--- config.mk ---
export PLATFORM = sky130hd
export DESIGN_NAME = button_multi_press_flat
export DESIGN_NICKNAME = d
export VERILOG_FILES = /design/src/rtl/button_multi_press_if.sv /design/src/rtl/button_multi_press.sv /design/src/flat_wrapper.sv
export SDC_FILE = /design/constraint.sdc
export NUM_CORES = 1
export LEC_CHECK = 0
export ABC_AREA = 0
export CAP_MARGIN = 5
export CORE_AREA = 2 2 59 61
export DETAILED_ROUTE_END_ITERATION = 10
export DIE_AREA = 0 0 61 63
export PLACE_DENSITY = 0.71
export SLEW_MARGIN = 10
export SYNTH_ARGS = -nofsm -noshare
export SYNTH_HDL_FRONTEND = slang
export SYNTH_SLANG_ARGS = --single-unit
--- constraint.sdc ---
create_clock -name clk -period 5 [get_ports clk]
set_input_delay 1 -clock clk [delete_from_list [all_inputs] [get_ports clk]]
set_output_delay 1 -clock clk [all_outputs]
set_load 0.01 [all_outputs]
--- src/rtl/button_multi_press_if.sv ---
// Press-pulse input and gesture-event output bundle for button_multi_press.
// The slave modport is the classifier; the master is whoever drives pulses and consumes events.
interface button_multi_press_if #(
   parameter int MAX_PRESSES = 3
);
   localparam int CW = $clog2(MAX_PRESSES + 1);

   logic          pulse;
   logic          event_valid;
   logic [CW-1:0] event_count;
   logic          busy;

   modport master (
      output pulse,
      input  event_valid,
      input  event_count,
      input  busy
   );

   modport slave (
      input  pulse,
      output event_valid,
      output event_count,
      output busy
   );
endinterface

--- src/rtl/button_multi_press.sv ---
// Groups single-cycle press pulses into counted gestures (single, double, ...)
// and emits one registered event per gesture on timeout or on reaching MAX_PRESSES.
//
// state    | meaning
// ---------|--------------------------------------------------------------
// IDLE     | no gesture open; a pulse opens one with count 1
// COUNTING | gesture open; more pulses add to it, window expiry closes it
module button_multi_press #(
   parameter int WINDOW      = 12_500_000,
   parameter int MAX_PRESSES = 3
) (
   input logic                 clk,
   input logic                 reset,
   button_multi_press_if.slave bus
);
   localparam int TW = (WINDOW > 1) ? $clog2(WINDOW) : 1;
   localparam int CW = $clog2(MAX_PRESSES + 1);
   localparam logic [TW-1:0] TIMER_LAST = TW'(WINDOW - 1);
   localparam logic [CW-1:0] COUNT_MAX  = CW'(MAX_PRESSES);

   typedef enum logic {
      IDLE,
      COUNTING
   } state_t;

   state_t        state, state_next;
   logic [CW-1:0] count, count_next;
   logic [TW-1:0] timer, timer_next;
   logic          emit;
   logic [CW-1:0] emit_count;
   logic          event_valid_q;
   logic [CW-1:0] event_count_q;

   always_ff @(posedge clk) begin
      if (reset) begin
         state         <= IDLE;
         count         <= '0;
         timer         <= '0;
         event_valid_q <= 1'b0;
         event_count_q <= '0;
      end else begin
         state         <= state_next;
         count         <= count_next;
         timer         <= timer_next;
         event_valid_q <= emit;
         event_count_q <= emit ? emit_count : '0;
      end
   end

   always_comb begin
      state_next = state;
      count_next = count;
      timer_next = timer;
      emit       = 1'b0;
      emit_count = '0;
      case (state)
         IDLE: begin
            if (bus.pulse) begin
               state_next = COUNTING;
               count_next = CW'(1);
               timer_next = '0;
            end
         end
         COUNTING: begin
            // A pulse always beats the timeout, even on the last window cycle.
            if (bus.pulse) begin
               if (count + CW'(1) == COUNT_MAX) begin
                  emit       = 1'b1;
                  emit_count = COUNT_MAX;
                  count_next = '0;
                  timer_next = '0;
                  state_next = IDLE;
               end else begin
                  count_next = count + CW'(1);
                  timer_next = '0;
               end
            end else if (timer == TIMER_LAST) begin
               emit       = 1'b1;
               emit_count = count;
               count_next = '0;
               timer_next = '0;
               state_next = IDLE;
            end else begin
               timer_next = timer + TW'(1);
            end
         end
         default: begin
            state_next = IDLE;
            count_next = '0;
            timer_next = '0;
         end
      endcase
   end

   always_comb begin
      bus.busy        = (state == COUNTING);
      bus.event_valid = event_valid_q;
      bus.event_count = event_count_q;
   end
endmodule

--- src/flat_wrapper.sv ---
// flat-port wrapper written by rule: the top's interface ports become plain ports
module button_multi_press_flat 
#(
   parameter int WINDOW      = 12_500_000,
   parameter int MAX_PRESSES = 3
)
  (clk, reset, bus_pulse, bus_event_valid, bus_event_count, bus_busy);
  button_multi_press_if #(.MAX_PRESSES(MAX_PRESSES)) bus_i ();
  input logic clk;
  input logic reset;
  input wire logic [$bits(bus_i.pulse)-1:0] bus_pulse;
  output wire logic [$bits(bus_i.event_valid)-1:0] bus_event_valid;
  output wire logic [$bits(bus_i.event_count)-1:0] bus_event_count;
  output wire logic [$bits(bus_i.busy)-1:0] bus_busy;
  assign bus_i.pulse = bus_pulse;
  assign bus_event_valid = bus_i.event_valid;
  assign bus_event_count = bus_i.event_count;
  assign bus_busy = bus_i.busy;
  button_multi_press #(.WINDOW(WINDOW), .MAX_PRESSES(MAX_PRESSES)) u_core (.clk(clk), .reset(reset), .bus(bus_i));
endmodule
==> out/results.md, run 1 <==
STA
* final clock period utilization by the worst path: 0.591
* worst-case hold slack: 511 ps
* Slew Viols, Final: 0
* final total negative setup slack: 0 ps
* final count of negative-setup-slack endpoints: 0
* relative slew slack: 0.364
* number of endpoints with negative hold slack in the final report: 0
* Period minus WS final: 2960 ps
* worst-case clock skew: 6.58 ps
* maximum clock frequency: 338 MHz
* worst slew pin tran: 953 ps
* RSZ-0062 raised after global routing: no
* final setup margin: 2040 ps

Floorplan
* area enclosed by the die boundary: 0.00384 mm^2
* IO Count: 7
* Initial Util: 0.493
* die width: 61 um
* row cnt: 21
* area of the core region: 0.00323 mm^2
* Chip Height: 63 um

Drt
* Routed Wire Length: 3.57 mm
* initial DRC count: 105
* router iterations before antenna repair: 4
* Detail Route Antenna Nets: 0
* vias after detailed routing: 1,458
* average wire per standard cell: 14.6 um
* drt drc: 0
* Via-to-Cell Ratio: 5.95

Cells and area
* area growth from synthesis to final layout: 7.54%
* most frequent standard cell in the layout excluding fill and tap cells: sky130_fd_sc_hd__dfxtp_1
* final net count: 203
* Multi-input gate area: 936 um^2
* most used cells in the layout excluding fill and tap cells: sky130_fd_sc_hd__dfxtp_1, sky130_fd_sc_hd__nand2_1, sky130_fd_sc_hd__a21oi_1
* layout cells sized above 1: 0.0804
* Final Instance Count excl. Fillers: 245
* Antenna Cells: 0
* footprint of the flip-flops and latches: 601 um^2
* filler instances: 299

Critical path
* cell breakdown of the critical path: clkdlybuf4s50_1
* kind of critical path: register to primary output
* kind of cell with the highest combined delay on the critical path: flip-flops
* kind of end point of the critical path: primary output
* crit path max-delay cell type: sky130_fd_sc_hd__dfxtp_1
* Crit path arrival time: 1960 ps
* CP Data Required Time: 4000 ps
* type of origin of the critical path: register
* largest stage delay on the critical path: 950 ps
* critical path buffer and inverter count: 1
* Worst Path Max Fanout: 28

Synth
* proportion of synthesized chip area in sequential cells: 0.377
* async set or reset register ratio after synthesis: 0
* Synth Net Count: 201
* leading post-synthesis cells by cell area: sky130_fd_sc_hd__dfxtp_1, sky130_fd_sc_hd__a21oi_1, sky130_fd_sc_hd__nand2_1
* most frequently used flop master after synthesis: sky130_fd_sc_hd__dfxtp_1
* distinct cell type count of the synthesized netlist: 43
* share of Yosys cell area claimed by the top area cell type: 0.377
* average cell area after synthesis: 8.09 um^2
* #FFs+latches synth: 30
* Yosys Warn Count: 0
* number of enable flip-flop cells after synthesis: 0
* most area-hungry cell type in the Yosys netlist: sky130_fd_sc_hd__dfxtp_1
* post-synthesis cell count: 197
* netlist area before placement: 0.00159 mm^2

Global routing
* antenna violations before repair: 0
* maximum number of pins on one net before global-route repair: 29
* overall track demand over capacity in global routing: 0.204
* wire length of the first global-routing pass: 6.03 mm
* vias in the first global route: 1,360
* GRT overflow: 0

Clocking
* clock input transition at the sequential cells of the worst setup and hold paths: 80 ps
* total clock buffers created by CTS: 5
* clock root cell: sky130_fd_sc_hd__clkbuf_4
* clock tree from TritonCTS: done
* number of buffers added for setup after CTS: 0
* Max Root-Sink Buffers: 2
* number of resized instances in the post-cts repair step: 0
* total of hold buffers inserted after clock tree synthesis: 0
* clk sinks: 30
* htree depth: 2
* source-to-sink clock delay at the later pin of the worst-skew pair: 320 ps

Place
* IO Port Bufs: 6
* placed instance count: 238
* HPWL after DPL: 2.51 mm
* pre-CTS WS: 2110 ps
* Placer Congestion: 0.786

Flow run
* count of maximum capacitance violations: 0

Pwr
* total leakage power: 0.543 nW
* power density normalized to cell area: 229 mW/mm^2
* PnR Total Power: 0.000393 W
* Worst IR Drop VDD: 0.156 mV

Hold path
* path type of the worst min-delay path: register to register

Outcome
* outcome: finished, final reports clean

Yosys cell counts (all sizes together), types with 3 or more instances:
library cell and number:
a311oi 4, o211ai 3, or3 5, nor2 9
dfxtp 30, clkbuf 9, nand3 13, nor3 5
nand4 7, nor2b 5, a21oi 19, nand2 25
a31oi 8, o21ai 12, nor4 4, and2 3
or4 11, inv 4
flip-flops by register name, summed over array words and instances, names as in the netlist:
name and flops:
u_core.bus.busy 1, u_core.bus.event_count 2, u_core.bus.event_valid 1, u_core.count 2, u_core.timer 24
worst register-to-register path, cell delays in order (launching register included):
cell and delay (ps):
sky130_fd_sc_hd__dfxtp_1 410, sky130_fd_sc_hd__ha_1 240, sky130_fd_sc_hd__nand4_2 220, sky130_fd_sc_hd__nor4_1 790
sky130_fd_sc_hd__nand2_1 500, sky130_fd_sc_hd__a31oi_1 300, sky130_fd_sc_hd__a311oi_1 80
area by class of cell:
class,count,share of cell area
sequential,30,0.350
clock buffer,7,0.0263
timing repair buffer,6,0.0350
tap,46,0.0336
inverter,4,0.00876
multi-input combinational,152,0.546
routing by layer:
layer,vias to the layer above,wire length [um],track usage,share of wire
li1,744,-,-,-
met1,686,1750,0.283,0.49
met2,26,1680,0.302,0.47
met3,2,126,0.0559,0.035
met4,0,14,0.0652,0.0039
met5,-,0,0,0
power by group:
part / switching [W] / total, W / internal, W
Sequential: 0.00000615 / 0.000247 / 0.000241
Clock: 0.0000750 / 0.000128 / 0.0000529
Combinational: 0.0000117 / 0.0000180 / 0.00000626
cells by family (layout without fill, tap and decap cells):
family | count (synthesis) | count (layout) | synth area share
buf+inv | 15 | 17 | 0.0361
fa+ha+maj | 1 | 1 | 0.00785
compound gates | 52 | 52 | 0.199
mux | 1 | 1 | 0.00706
flops | 30 | 30 | 0.377
xor+xnor | 3 | 3 | 0.0165
simple gates | 95 | 95 | 0.356
final timing paths:
path	startpoint	end	slack (ps)	depth (start not counted)
worst min register to register	u_core.timer[12]	u_core.timer[12]	510	2
worst max-delay path	u_core.bus.busy	bus_busy	2040	1
worst min-delay path	u_core.timer[12]	u_core.timer[12]	510	2
worst max register to register	u_core.timer[1]	u_core.timer[5]	2310	6
through the flow:
step / utilization / area (um^2)
after detailed placement: 0.516 / 1670
after floorplan: - / 1590
after CTS: 0.530 / 1710
after global routing: 0.530 / 1710
after global placement: 0.516 / 1670
final: 0.530 / 1710
(Power assumes the default switching activity.)
==> run 2: changes to the inputs <==
==> constraint.sdc (replaced) <==
create_clock -name clk -period 2.84 [get_ports clk]
set_input_delay 0.568 -clock clk [delete_from_list [all_inputs] [get_ports clk]]
set_output_delay 0.568 -clock clk [all_outputs]
set_load 0.01 [all_outputs]
==> run 2 against run 1 <==
- global-route usage up 0.85 points
- design area rose by 1.3%
- final cell count grew 1.2%
- die area is the same
- wire length is 0.25% higher
- critical endpoint is now u_core.timer[0]
- non-clock buffer count up 3
- sequential power up 74%
==> out/results.md, run 2 (synthesized netlist as in run 1, its figures left out) <==
Outcome
* outcome: finished, final reports clean

Hold path
* path type of the worst min-delay path: register to register
* Hold Path Depth: 2

Flow run
* count of maximum capacitance violations: 0

Drt
* Detail Route Antenna Nets: 0
* vias after detailed routing: 1,469
* initial DRC count: 112
* drt drc: 0
* router iterations before antenna repair: 4
* average wire per standard cell: 14.4 um
* Routed Wire Length: 3.57 mm
* Via-to-Cell Ratio: 5.92

Floorplan
* Initial Util: 0.493
* IO Count: 7
* row cnt: 21
* area of the core region: 0.00323 mm^2
* area enclosed by the die boundary: 0.00384 mm^2
* die width: 61 um
* Chip Height: 63 um

Clocking
* number of buffers added for setup after CTS: 0
* total of hold buffers inserted after clock tree synthesis: 0
* clock root cell: sky130_fd_sc_hd__clkbuf_4
* source-to-sink clock delay at the later pin of the worst-skew pair: 320 ps
* clk sinks: 30
* clock tree from TritonCTS: done
* number of resized instances in the post-cts repair step: 0
* htree depth: 2
* Max Root-Sink Buffers: 2
* clock input transition at the sequential cells of the worst setup and hold paths: 90 ps
* total clock buffers created by CTS: 5

Cells and area
* Finished Core Util: 0.537
* Final Instance Count excl. Fillers: 248
* layout cells sized above 1: 0.0941
* area growth from synthesis to final layout: 8.95%
* Most flops, register: u_core.timer
* most used cells in the layout excluding fill and tap cells: sky130_fd_sc_hd__dfxtp_1, sky130_fd_sc_hd__nand2_1, sky130_fd_sc_hd__a21oi_1
* post-route cell area: 0.00174 mm^2
* Antenna Cells: 0
* final net count: 206
* most frequent standard cell in the layout excluding fill and tap cells: sky130_fd_sc_hd__dfxtp_1
* number of flip-flops under the largest register name: 24

Pwr
* Net Sw Frac: 0.233
* proportion of power drawn by the clock network: 0.321
* Reg power frac: 0.623
* Worst IR Drop VDD: 0.258 mV
* total leakage power: 0.559 nW
* switching power total: 0.000161 W
* Comb power frac: 0.055
* Internal: 0.000529 W
* power density normalized to cell area: 397 mW/mm^2

Critical path
* depth of the worst register-to-register path: 5
* kind of critical path: register to register
* Crit path arrival time: 2430 ps
* kind of end point of the critical path: register
* CP Data Required Time: 3040 ps
* Worst Path Max Fanout: 8
* type of origin of the critical path: register

STA
* final clock period utilization by the worst path: 0.784
* worst slew pin tran: 512 ps
* final setup margin: 614 ps
* Slew Viols, Final: 0
* maximum clock frequency: 449 MHz
* Period minus WS final: 2230 ps
* relative slew slack: 0.656
* final total negative setup slack: 0 ps
* RSZ-0062 raised after global routing: no
* final count of negative-setup-slack endpoints: 0
* worst-case clock skew: 11.4 ps
* number of endpoints with negative hold slack in the final report: 0

Place
* Placer Congestion: 0.793
* instance area at placement: 0.00169 mm^2
* IO Port Bufs: 6
* placed instance count: 241
* HPWL after DPL: 2.52 mm
* pre-CTS WS: 380 ps

Global routing
* maximum number of pins on one net before global-route repair: 25
* wire length of the first global-routing pass: 6.21 mm
* vias in the first global route: 1,368
* GRT overflow: 0
* antenna violations before repair: 0
* overall track demand over capacity in global routing: 0.213

run 2: cell count changes in the layout (fill, tap and decap cells not counted):
| cell | change |
|---|---|
| sky130_fd_sc_hd__buf_4 | +3 |
run 2: metal layers:
| layer | routed length, um | global-route usage |
|---|---|---|
| met5 | 0 | 0 |
| met4 | 18 | 0.0408 |
| met3 | 104 | 0.0745 |
| met2 | 1690 | 0.316 |
| met1 | 1760 | 0.298 |
run 2: cell type report:
class                      instances  area (um^2)
inverter                           4         15.0
fill                             330         1500
timing repair buffer               9         82.6
multi-input combinational        152          936
sequential                        30          601
clock buffer                       7         45.0
tap                               46         57.6
run 2: worst paths after layout:
check | to | slack, ps | start
hold / removal | u_core.timer[12] | 500 | u_core.timer[12]
setup / recovery | u_core.timer[0] | 610 | u_core.timer[7]
hold reg to reg | u_core.timer[12] | 500 | u_core.timer[12]
setup reg to reg | u_core.timer[0] | 610 | u_core.timer[7]
run 2: power by group through the flow:
| stage | Clock (W) | Sequential (W) | Combinational (W) |
|---|---|---|---|
| after global routing | 0.000253 | 0.000431 | 0.0000425 |
| after floorplan | 0 | 0.000437 | 0.0000266 |
| after CTS | 0.000230 | 0.000430 | 0.0000380 |
| after detailed placement | 0 | 0.000440 | 0.0000379 |
| final | 0.000222 | 0.000430 | 0.0000381 |
| after global placement | 0 | 0.000439 | 0.0000360 |
run 2: metrics by stage:
step                hold WS (ps)  total power, W
floorplan                    454        0.000463
global placement             477        0.000475
detailed placement           493        0.000478
CTS                          507        0.000698
global route                 547        0.000727
finish                       504        0.000690
run 2: worst max-delay path: stages (launching register included):
cell and delay, ps:
sky130_fd_sc_hd__dfxtp_1 360, sky130_fd_sc_hd__or4_1 590, sky130_fd_sc_hd__or4_4 560, sky130_fd_sc_hd__o21ai_2 340, sky130_fd_sc_hd__mux2_2 220, sky130_fd_sc_hd__nor2_1 40
==> run 3: changes to the inputs <==
--- a/config.mk
+++ b/config.mk
@@ -10,7 +10,7 @@
 export CORE_AREA = 2 2 59 61
 export DETAILED_ROUTE_END_ITERATION = 10
 export DIE_AREA = 0 0 61 63
-export PLACE_DENSITY = 0.71
+export PLACE_DENSITY = 0.73
 export SLEW_MARGIN = 10
 export SYNTH_ARGS = -nofsm -noshare
 export SYNTH_HDL_FRONTEND = slang
==> constraint.sdc (replaced) <==
create_clock -name clk -period 1.8 [get_ports clk]
set_input_delay 0.36 -clock clk [delete_from_list [all_inputs] [get_ports clk]]
set_output_delay 0.36 -clock clk [all_outputs]
set_load 0.01 [all_outputs]
==> run 3 against run 2 <==
- the run now ends with negative setup slack left
- critical endpoint is now u_core.timer[17]
- clock power rose by 100%
- power rose by 76%
- hold slack barely moved
- design area rose by 30%
- worst setup slack got worse by 860 ps
- final cell count rose by 20%
- die area did not move
- register-to-register slack got worse by 860 ps
- sequential cell count did not move
- largest cell class unchanged
- largest power group unchanged
==> out/results.md, run 3 (synthesized netlist as in run 1, its figures left out) <==
Outcome
* outcome: finished with violations
* violated checks: negative setup slack

STA
* RSZ-0062 raised after global routing: yes
* number of endpoints with negative hold slack in the final report: 0
* worst-case clock skew: 11.5 ps
* final count of negative-setup-slack endpoints: 24
* maximum clock frequency: 488 MHz
* final clock period utilization by the worst path: 1.14
* Slew Viols, Final: 0
* Period minus WS final: 2050 ps
* final setup margin: -250 ps
* relative slew slack: 0.725
* worst slew pin tran: 410 ps
* final total negative setup slack: -3020 ps

Place
* instance area at placement: 0.00201 mm^2
* HPWL after DPL: 3.32 mm
* IO Port Bufs: 6
* Placer Congestion: 0.867

Clocking
* source-to-sink clock delay at the later pin of the worst-skew pair: 350 ps
* total clock buffers created by CTS: 5
* Max Root-Sink Buffers: 2
* clock root cell: sky130_fd_sc_hd__clkbuf_4
* clk sinks: 30
* clock tree from TritonCTS: done
* clock input transition at the sequential cells of the worst setup and hold paths: 100 ps
* htree depth: 2
* total of hold buffers inserted after clock tree synthesis: 0

Cells and area
* Multi-input gate area: 0.00105 mm^2
* number of flip-flops under the largest register name: 24
* layout cells sized above 1: 0.386
* Antenna Cells: 0
* area growth from synthesis to final layout: 41.7%
* Most flops, register: u_core.timer
* most frequent standard cell in the layout excluding fill and tap cells: sky130_fd_sc_hd__buf_4
* post-route cell area: 0.00226 mm^2
* final net count: 254
* filler instances: 256
* most used cells in the layout excluding fill and tap cells: sky130_fd_sc_hd__buf_4, sky130_fd_sc_hd__nand2_1, sky130_fd_sc_hd__dfxtp_1
* footprint of the flip-flops and latches: 614 um^2

Critical path
* CP Data Required Time: 2040 ps
* Crit path arrival time: 2290 ps
* crit path max-delay cell type: sky130_fd_sc_hd__or4_4
* kind of cell with the highest combined delay on the critical path: simple AND/OR/NAND/NOR gates
* worst r2r src: u_core.timer[6]
* kind of end point of the critical path: register
* largest stage delay on the critical path: 570 ps
* kind of critical path: register to register
* worst setup path startpoint: u_core.timer[6]
* cell breakdown of the critical path: or4b_1 -> or4_4 -> or2_4 -> a21oi_2 -> o21ai_1
* Worst Path Max Fanout: 5
* type of origin of the critical path: register
* critical path buffer and inverter count: 0

Drt
* drt drc: 0
* Via-to-Cell Ratio: 6.09
* average wire per standard cell: 16.9 um
* vias after detailed routing: 1,808
* initial DRC count: 144
* router iterations before antenna repair: 5
* Routed Wire Length: 5.01 mm
* Detail Route Antenna Nets: 0

Global routing
* GRT overflow: 0
* overall track demand over capacity in global routing: 0.266
* wire length of the first global-routing pass: 7.83 mm
* maximum number of pins on one net before global-route repair: 12
* vias in the first global route: 1,745
* antenna violations before repair: 0

Pwr
* proportion of power drawn by the clock network: 0.366
* switching power total: 0.000316 W
* Internal: 0.000895 W
* Worst IR Drop VDD: 0.428 mV
* power density normalized to cell area: 536 mW/mm^2
* total leakage power: 0.847 nW
* Reg power frac: 0.560
* Comb power frac: 0.074
* Net Sw Frac: 0.261

Flow run
* count of maximum capacitance violations: 0

Floorplan
* Chip Height: 63 um
* area of the core region: 0.00323 mm^2
* area enclosed by the die boundary: 0.00384 mm^2
* IO Count: 7
* Initial Util: 0.493
* die width: 61 um
* row cnt: 21

Hold path
* path type of the worst min-delay path: register to register
* hold path startpoint: u_core.timer[1]

==> run 3: cell count changes in the layout (fill, tap and decap cells not counted), sizes merged <==
| cell | before | now |
|---|---|---|
| buf | 3 | 51 |
| clkinv | 0 | 1 |
==> run 3: what timing repair did <==
item / 4_1_cts / 5_1_grt
gates resized for setup: 18 / 22
gates cloned: 0 / 0
setup endpoints to repair: 27 / 26
endpoints found under the hold margin: 0 / 0
pin swaps: 8 / 12
buffers inserted: 2 / 5
==> run 3: power groups by stage <==
stage,combinational (W),clock [W],sequential (W)
2_1_floorplan,0.0000422,0,0.000689
3_3_place_gp,0.0000751,0,0.000692
3_5_place_dp,0.0000784,0,0.000693
4_1_cts,0.0000809,0.000439,0.000678
5_1_grt,0.0000943,0.000479,0.000680
6_report,0.0000891,0.000443,0.000679
==> run 3: layout make-up <==
class,count,area share
Clock buffer,7,0.0244
Clock inverter,1,0.00222
Multi-Input combinational cell,152,0.466
Tap cell,46,0.0255
Inverter,4,0.00665
Timing Repair Buffer,57,0.203
Sequential cell,30,0.272
==> run 3: per-stage QoR <==
stage	std cells	setup WS, ps	hold WS, ps	power, W	utilization
floorplan	197	-151	429	0.000731	-
detailed placement	282	-263	490	0.000771	0.623
CTS	292	-216	500	0.00120	0.665
global route	297	-310	542	0.00125	0.699
global placement	282	-202	472	0.000768	0.623
finish	297	-250	505	0.00121	0.699
==> run 3: worst reg2reg max path, cell delays in order, from the launching register on <==
cell and delay [ps]:
sky130_fd_sc_hd__dfxtp_2 340, sky130_fd_sc_hd__or4b_1 490, sky130_fd_sc_hd__or4_4 570, sky130_fd_sc_hd__or2_4 290
sky130_fd_sc_hd__a21oi_2 160, sky130_fd_sc_hd__o21ai_1 90
==> run 3: path summary, 6_finish.rpt <==
check,end,slack (ps),depth (start not counted)
worst max-delay path,u_core.timer[17],-250,5
worst max register to register,u_core.timer[17],-250,5
worst min-delay path,u_core.timer[1],500,2
worst min register to register,u_core.timer[1],500,2
==> run 3: per-layer routing <==
metal  part of all wire  up-vias  routed length, um  GRT usage
met5                  0        -                  0          0
met4              0.027        0                137      0.122
met3              0.061       16                308     0.0642
met2               0.51       60               2540      0.426
met1               0.41      883               2030      0.325
li1                   -      849                  -          -
